## config.mk

```make
export PLATFORM = sky130hd
export DESIGN_NAME = carus_clk_gate_ctrl
export DESIGN_NICKNAME = d
export VERILOG_FILES = /design/src/rtl/carus_cg_pkg.sv /design/src/rtl/carus_clk_gate_ctrl.sv
export SDC_FILE = /design/constraint.sdc
export NUM_CORES = 1
export LEC_CHECK = 0
export CAP_MARGIN = 15
export CORE_UTILIZATION = 53
export DETAILED_ROUTE_END_ITERATION = 6
export GPL_TIMING_DRIVEN = 1
export MAX_ROUTING_LAYER = met4
export PLACE_DENSITY = 0.79
export SLEW_MARGIN = 20
export SYNTH_ARGS = -nofsm -noshare
export SYNTH_HDL_FRONTEND = slang
export SYNTH_SLANG_ARGS = --single-unit
```

## constraint.sdc

```tcl
create_clock -name clk_i -period 2.22 [get_ports clk_i]
set_input_delay 0.222 -clock clk_i [delete_from_list [all_inputs] [get_ports clk_i]]
set_output_delay 0.222 -clock clk_i [all_outputs]
set_load 0.005 [all_outputs]
```

## src/rtl/carus_cg_pkg.sv

```systemverilog
// Shared types and constants for the Carus clock-gate controller.
// Holds the FSM state encoding, counter widths and a saturating increment helper.
package carus_cg_pkg;

    localparam int CARUS_CG_CNT_W  = 8;
    localparam int CARUS_CG_GATE_W = 16;

    typedef enum logic [1:0] {
        CG_RUN  = 2'd0,
        CG_IDLE = 2'd1,
        CG_OFF  = 2'd2,
        CG_WAKE = 2'd3
    } carus_cg_state_e;

    function automatic logic [CARUS_CG_GATE_W-1:0] carus_cg_sat_inc(
        input logic [CARUS_CG_GATE_W-1:0] val
    );
        if (&val) begin
            return val;
        end
        return val + 1'b1;
    endfunction

endpackage

```

## src/rtl/carus_clk_gate_ctrl.sv

```systemverilog
// Idle-driven clock-gate controller for Carus: gates the clock after a quiet window
// and ungates it with a settle phase before signalling ready.
module carus_clk_gate_ctrl
    import carus_cg_pkg::*;
#(
    parameter int unsigned IDLE_CYCLES = 16,
    parameter int unsigned WAKE_CYCLES = 2
) (
    input  logic                       clk_i,
    input  logic                       rst_i,
    input  logic                       cg_enable_i,
    input  logic                       busy_i,
    input  logic                       req_i,
    output logic                       ready_o,
    output logic                       clk_en_o,
    output logic                       gated_o,
    output logic [CARUS_CG_GATE_W-1:0] gate_cnt_o
);

    if (IDLE_CYCLES == 0 || IDLE_CYCLES > 255) begin : g_bad_idle
        $error("carus_clk_gate_ctrl: IDLE_CYCLES=%0d outside 1..255", IDLE_CYCLES);
    end
    if (WAKE_CYCLES == 0 || WAKE_CYCLES > 255) begin : g_bad_wake
        $error("carus_clk_gate_ctrl: WAKE_CYCLES=%0d outside 1..255", WAKE_CYCLES);
    end

    localparam logic [CARUS_CG_CNT_W-1:0] IDLE_LOAD = CARUS_CG_CNT_W'(IDLE_CYCLES - 1);
    localparam logic [CARUS_CG_CNT_W-1:0] WAKE_LOAD = CARUS_CG_CNT_W'(WAKE_CYCLES - 1);

    carus_cg_state_e             state_q, state_d;
    logic [CARUS_CG_CNT_W-1:0]   cnt_q, cnt_d;
    logic [CARUS_CG_GATE_W-1:0]  gate_cnt_q, gate_cnt_d;
    logic                        activity;

    // Disabling gating is treated as permanent activity so the clock never stops.
    assign activity = busy_i | req_i | ~cg_enable_i;

    always_ff @(posedge clk_i) begin
        if (rst_i) begin
            state_q    <= CG_RUN;
            cnt_q      <= '0;
            gate_cnt_q <= '0;
        end else begin
            state_q    <= state_d;
            cnt_q      <= cnt_d;
            gate_cnt_q <= gate_cnt_d;
        end
    end

    always_comb begin
        state_d    = state_q;
        cnt_d      = cnt_q;
        gate_cnt_d = gate_cnt_q;
        case (state_q)
            CG_RUN: begin
                if (!activity) begin
                    state_d = CG_IDLE;
                    cnt_d   = IDLE_LOAD;
                end
            end
            CG_IDLE: begin
                // Activity wins over expiry so a late request never sees the clock stop.
                if (activity) begin
                    state_d = CG_RUN;
                end else if (cnt_q == '0) begin
                    state_d    = CG_OFF;
                    gate_cnt_d = carus_cg_sat_inc(gate_cnt_q);
                end else begin
                    cnt_d = cnt_q - 1'b1;
                end
            end
            CG_OFF: begin
                if (activity) begin
                    state_d = CG_WAKE;
                    cnt_d   = WAKE_LOAD;
                end
            end
            CG_WAKE: begin
                if (cnt_q == '0) begin
                    state_d = CG_RUN;
                end else begin
                    cnt_d = cnt_q - 1'b1;
                end
            end
            default: begin
                state_d = CG_RUN;
                cnt_d   = '0;
            end
        endcase
    end

    always_comb begin
        clk_en_o = 1'b1;
        ready_o  = 1'b1;
        gated_o  = 1'b0;
        case (state_q)
            CG_RUN, CG_IDLE: begin
                clk_en_o = 1'b1;
                ready_o  = 1'b1;
            end
            CG_OFF: begin
                clk_en_o = 1'b0;
                ready_o  = 1'b0;
                gated_o  = 1'b1;
            end
            CG_WAKE: begin
                clk_en_o = 1'b1;
                ready_o  = 1'b0;
            end
            default: begin
                clk_en_o = 1'b1;
                ready_o  = 1'b1;
            end
        endcase
    end

    assign gate_cnt_o = gate_cnt_q;

endmodule

```

# --- Word level (Yosys, flattened, before mapping) ---
# Cells that the tools add are included.
# Widths: inputs -> output; s select.
totals:
  register_bits: 26
  input_bits: 5
  out_inout_bits: 19
op_classes:
  addsub: 2
  eq_ne: 9
  mux: 19
  n_bitwise: 4
  n_reduce_logical: 9
op_table:
  columns: ["operator", "n"]
  rows:
  - ["$mux 8", 4]
  - ["$pmux 8 s4", 1]
  - ["$add 16x1->16 const B", 1]
  - ["$mux 16", 1]
  - ["$reduce_and 16->1", 1]
  - ["$mux 2", 5]
  - ["$ne 2x2->1 const B", 5]
  - ["$logic_not 8->1", 1]
  - ["$pmux 2 s4", 1]
  - ["$reduce_and 4->1", 2]
  - ["$sub 8x1->8 const B", 1]
  - ["$mux 1", 5]
  - ["$eq 2x2->1 const B", 2]
  - ["$pmux 1 s2", 2]
  - ["$reduce_or 2->1", 2]
  - ["$ne 3x3->1 const B", 1]
  - ["$reduce_and 3->1", 1]
  - ["$reduce_or 3->1", 1]
  - ["$eq 2x1->1 const B", 1]
  - ["$logic_not 2->1", 1]
  - ["$not 1->1", 2]
  - ["$or 1x1->1", 2]

# --- Depth between registers and ports, before layout ---
depth:
  word_depth: 7
  depth_mapped: 8

# --- Worst setup path before layout ---
# Ideal clock, no wire load.
synth_path:
  path_type: "reg2reg"
  from: "reg gate_cnt_q[0] (netlist: gate_cnt_o[0])"
  to: "reg gate_cnt_q[0] (netlist: gate_cnt_o[0])"
  setup_time_ns: 0.128
  arrival_ns: 1.617
  required_time_ns: 2.092
  slack_ns: 0.476
  path_stages_with_launch: 8
  n_path_buf: 1
  synth_period_minus_slack_ns: 1.744
  path_cell_list: "dfxtp_1 > ha_1 > nand3_1 > nor4_2 > buf_2 > nor2_1 > xnor2_1 > nor2_1"
synth_between:
  elab_chain_cells: 7
  word_cells_on_any_way: 9
  classes_between: "1 x add/sub; 1 x eq/ne; 5 x mux; 2 x reduce/logical"
synth_lines:
  columns: ["element", "line", "rtl"]
  rows:
  - ["start: declaration", "carus_clk_gate_ctrl.sv:32", "logic [CARUS_CG_GATE_W-1:0] gate_cnt_q, gate_cnt_d;"]
  - ["start signal: assignment", "carus_clk_gate_ctrl.sv:46", "gate_cnt_q <= gate_cnt_d;"]
  - ["$reduce_and 16->1", "carus_cg_pkg.sv:18", "if (&val) begin"]
  - ["$mux 1", "carus_cg_pkg.sv:18", null]
  - ["$mux 1", "carus_clk_gate_ctrl.sv:65", "end else if (cnt_q == '0) begin"]
  - ["$mux 1", "carus_clk_gate_ctrl.sv:63", "if (activity) begin"]
  - ["$mux 1", "carus_clk_gate_ctrl.sv:54", "case (state_q)"]
  - ["$ne 2x2->1 (no source line)", null, null]
  - ["$reduce_and 4->1 (no source line)", null, null]
# Several ways; a longest one is shown, not always the timed one. The select of a mux whose other input is x is not followed.
# A chain may end at the register's enable or synchronous reset.

# --- Worst setup path in the final report ---
layout_path:
  from: "reg cnt_q[0]"
  to: "reg cnt_q[7]"
layout_between:
  elab_chain_cells: 4
  word_cells_on_any_way: 5
  classes_between: "1 x add/sub; 3 x mux; 1 x reduce/logical"
layout_lines:
  columns: ["element", "line", "rtl"]
  rows:
  - ["start: declaration", "carus_clk_gate_ctrl.sv:31", "logic [CARUS_CG_CNT_W-1:0] cnt_q, cnt_d;"]
  - ["start signal: assignment", "carus_clk_gate_ctrl.sv:45", "cnt_q <= cnt_d;"]
  - ["$sub 8x1->8 / $logic_not 8->1 (equally long branches)", null, null]
  - ["$mux 8 (*)", "carus_clk_gate_ctrl.sv:65, carus_clk_gate_ctrl.sv:79", null]
  - ["$mux 8", "carus_clk_gate_ctrl.sv:63", null]
  - ["$pmux 8 s4 (*)", "carus_clk_gate_ctrl.sv:54", null]
# Mark *: on every way between the ends. The rest lies on a longest branch, timed or not. The select of a mux whose other input is x is not followed.

==> results.yml <==
critical_path:
  crit_fanout: 7
  worst_path_largest_cell_delay_ns: 0.49
  crit_required_ns: 2.48
  cpMaxStageDelayCell: "or4_1"
  cp-end-kind: "flop"
  reg2reg_slack_ns: 0.25
  crit_type: "flop to flop"
  critPathBufInv: 1
  crit_chain: "inv_1, ha_1, and2b_4, nand4_1, nand3_2, or4_1, a31oi_1"
  cp_data_arrival_time_ns: 2.23
  crit_path_start_kind: "flop"
  crit_family: "simple AND/OR/NAND/NOR gates"
cells_and_area:
  n_antenna_cell: 0
  stdcell_count: 227
  drive_above_1_share: 0.127
  layout_commonest_cell: "dfxtp_1"
  syn2layout_area_growth_pct: 18.2
  nets: 206
  layout_common_cells: "26 x dfxtp_1, 24 x nor2_1, 23 x clkdlybuf4s50_1, 15 x xnor2_1, 14 x nand2_1"
grt:
  grt_max_degree: 16
  grt_usage: 0.228
  grt-ovfl-total: 0
  antenna_found_initial: 0
  grt_pass1_vias: 1264
  grt_pass1_wl_um: 5560
detailed_routing:
  drc: 0
  antenna_left: 0
  drt-pass1-iter-count: 4
  drt_iter0_markers: 47
  finalWirelength_um: 3250
  drt-wirelength-per-cell_um: 14.3
  vias: 1372
  viasPerCell: 6.04
synth:
  ys_seq_area_frac: 0.346
  syn-instance-count: 174
  synthArstFlopShare: 0
  syn_area_per_cell_um2: 8.66
  synth_edf_count: 0
  synth-seq-cells: 26
  ys_types: 47
  synthAdderAreaFrac: 0.0249
  synth_top_family_by_area: "simple AND/OR/NAND/NOR gates"
  synthSimpleGateAreaFrac: 0.401
  synth_compound_area_frac: 0.0839
  synthesis.nets: 182
  yosysWarnings: 0
  synth_xor_area_frac: 0.0872
  syn_area_um2: 1510
  synth-main-ff-cell: "dfxtp_1"
  synth_mux_area_frac: 0
timing:
  finalSetupTns_ns: 0
  max_freq_mhz: 508
  skew_ns: 0.00529
  setup_viol: 0
  relSlewSlack: 0.669
  finalMaxSlewViolations: 0
  rsz0062_at_grt: "no"
  worst_slew_pin_slew_ns: 0.496
  period_share: 0.887
  period_needed_ns: 1.97
  hold_viol_final: 0
placed_design:
  portBuffers: 23
  gp_congestion: 0.957
  dp_hpwl_um: 2510
  placed_cells: 223
outcome:
  status: "complete, no violations"
clocking:
  cts_resized: 0
  cts_sinks: 26
  clk_latency_ns: 0.33
  cts_root_buffer: "clkbuf_4"
  cts.clk_slew.worst_paths_ns: 0.14
  htree_levels: 1
  ctsLongestPathBuffers: 2
  post_cts_buffers: 0
  cts_buffers: 3
  cts_tree: "built"
  postCtsHoldBufs: 0
floorplan:
  start_util: 0.582
  core-area_um2: 2590
  rows: 18
  die_x_um: 55.3
  ios: 24
  die_h_um: 55.3
  die-area_um2: 3060
power:
  ir_drop_mv: 0.347
  leakage_nw: 0.542
  p_per_area_nw_per_um2: 449
run:
  maxCapViolCount: 0
worst_hold_path:
  hp-class: "flop to flop"
[Yosys cell counts (2+ instances only)]
cell type | n | area share
nand4_1 | 8 | 0.033
nor3_1 | 4 | 0.013
dfxtp_1 | 26 | 0.35
nand2b_1 | 2 | 0.0083
a21oi_1 | 7 | 0.023
a31oi_1 | 3 | 0.012
inv_1 | 5 | 0.012
xnor2_1 | 15 | 0.087
clkbuf_1 | 2 | 0.0050
and4_1 | 4 | 0.023
nand3b_1 | 2 | 0.010
ha_1 | 3 | 0.025
nor2_1 | 24 | 0.060
nand3_1 | 8 | 0.027
nor3_2 | 6 | 0.040
nand2_1 | 14 | 0.035
o21ai_0 | 5 | 0.017
nor4_1 | 6 | 0.025
clkbuf_8 | 2 | 0.018
[routing by layer]
layer	vias up	part of all wire	track usage
met5	-	0	-
met4	0	0.016	0.0857
met3	8	0.062	0.0328
met2	51	0.48	0.368
met1	640	0.44	0.288
li1	673	-	-
[final timing paths]
path                                            start                    end  cells past startpoint
worst min register to register  cnt_q[1]$_SDFFE_PP0P_  cnt_q[1]$_SDFFE_PP0P_                      2
worst max register to register  cnt_q[0]$_SDFFE_PP0P_  cnt_q[7]$_SDFFE_PP0P_                      7
worst max-delay path            cnt_q[0]$_SDFFE_PP0P_  cnt_q[7]$_SDFFE_PP0P_                      7
worst min-delay path            cnt_q[1]$_SDFFE_PP0P_  cnt_q[1]$_SDFFE_PP0P_                      2
[power breakdown]
part	internal (mW)	switching [mW]
combinational	0.0319	0.0431
sequential	0.472	0.00773
clock	0.100	0.145
[worst min-delay path: cells and delay by family (launching register included)]
kind	cells	cell delay [ns]
simple gates	1	0.06
flops	1	0.36
compound gates	1	0.05
[sequential cells by signal, summed over array words and instances (netlist names), named ones only]
name and count:
gate_cnt_o 16, cnt_q 8, state_q 1
[through the flow]
step / area, um^2 / utilization / total power [mW] / hold slack (ns) / setup slack (ns)
after global routing: 1780 / 0.687 / 0.836 / 0.543 / 0.139
after floorplan: 1510 / - / 0.542 / 0.432 / 0.476
after global placement: 1740 / 0.673 / 0.560 / 0.470 / 0.167
after CTS: 1780 / 0.687 / 0.811 / 0.505 / 0.258
after detailed placement: 1740 / 0.673 / 0.563 / 0.485 / 0.0812
final: 1780 / 0.687 / 0.800 / 0.500 / 0.251
[area by class of cell]
type	instances	area (um^2)
clock buffer	4	36.3
fill	210	810
inverter	5	18.8
multi-input combinational	134	900
sequential	26	520
tap	30	37.5
timing repair buffer	28	268
[cells by family (layout without fill, tap and decap cells)]
family / count (synthesis) / after routing
AND/OR/NAND/NOR: 95 / 95
buffers and inverters: 14 / 37
adder cells (fa/ha/maj): 3 / 3
AO/OA/AOI/OAI: 21 / 21
flip-flops: 26 / 26
XOR/XNOR: 15 / 15
Power figures use the tool's default switching activity.
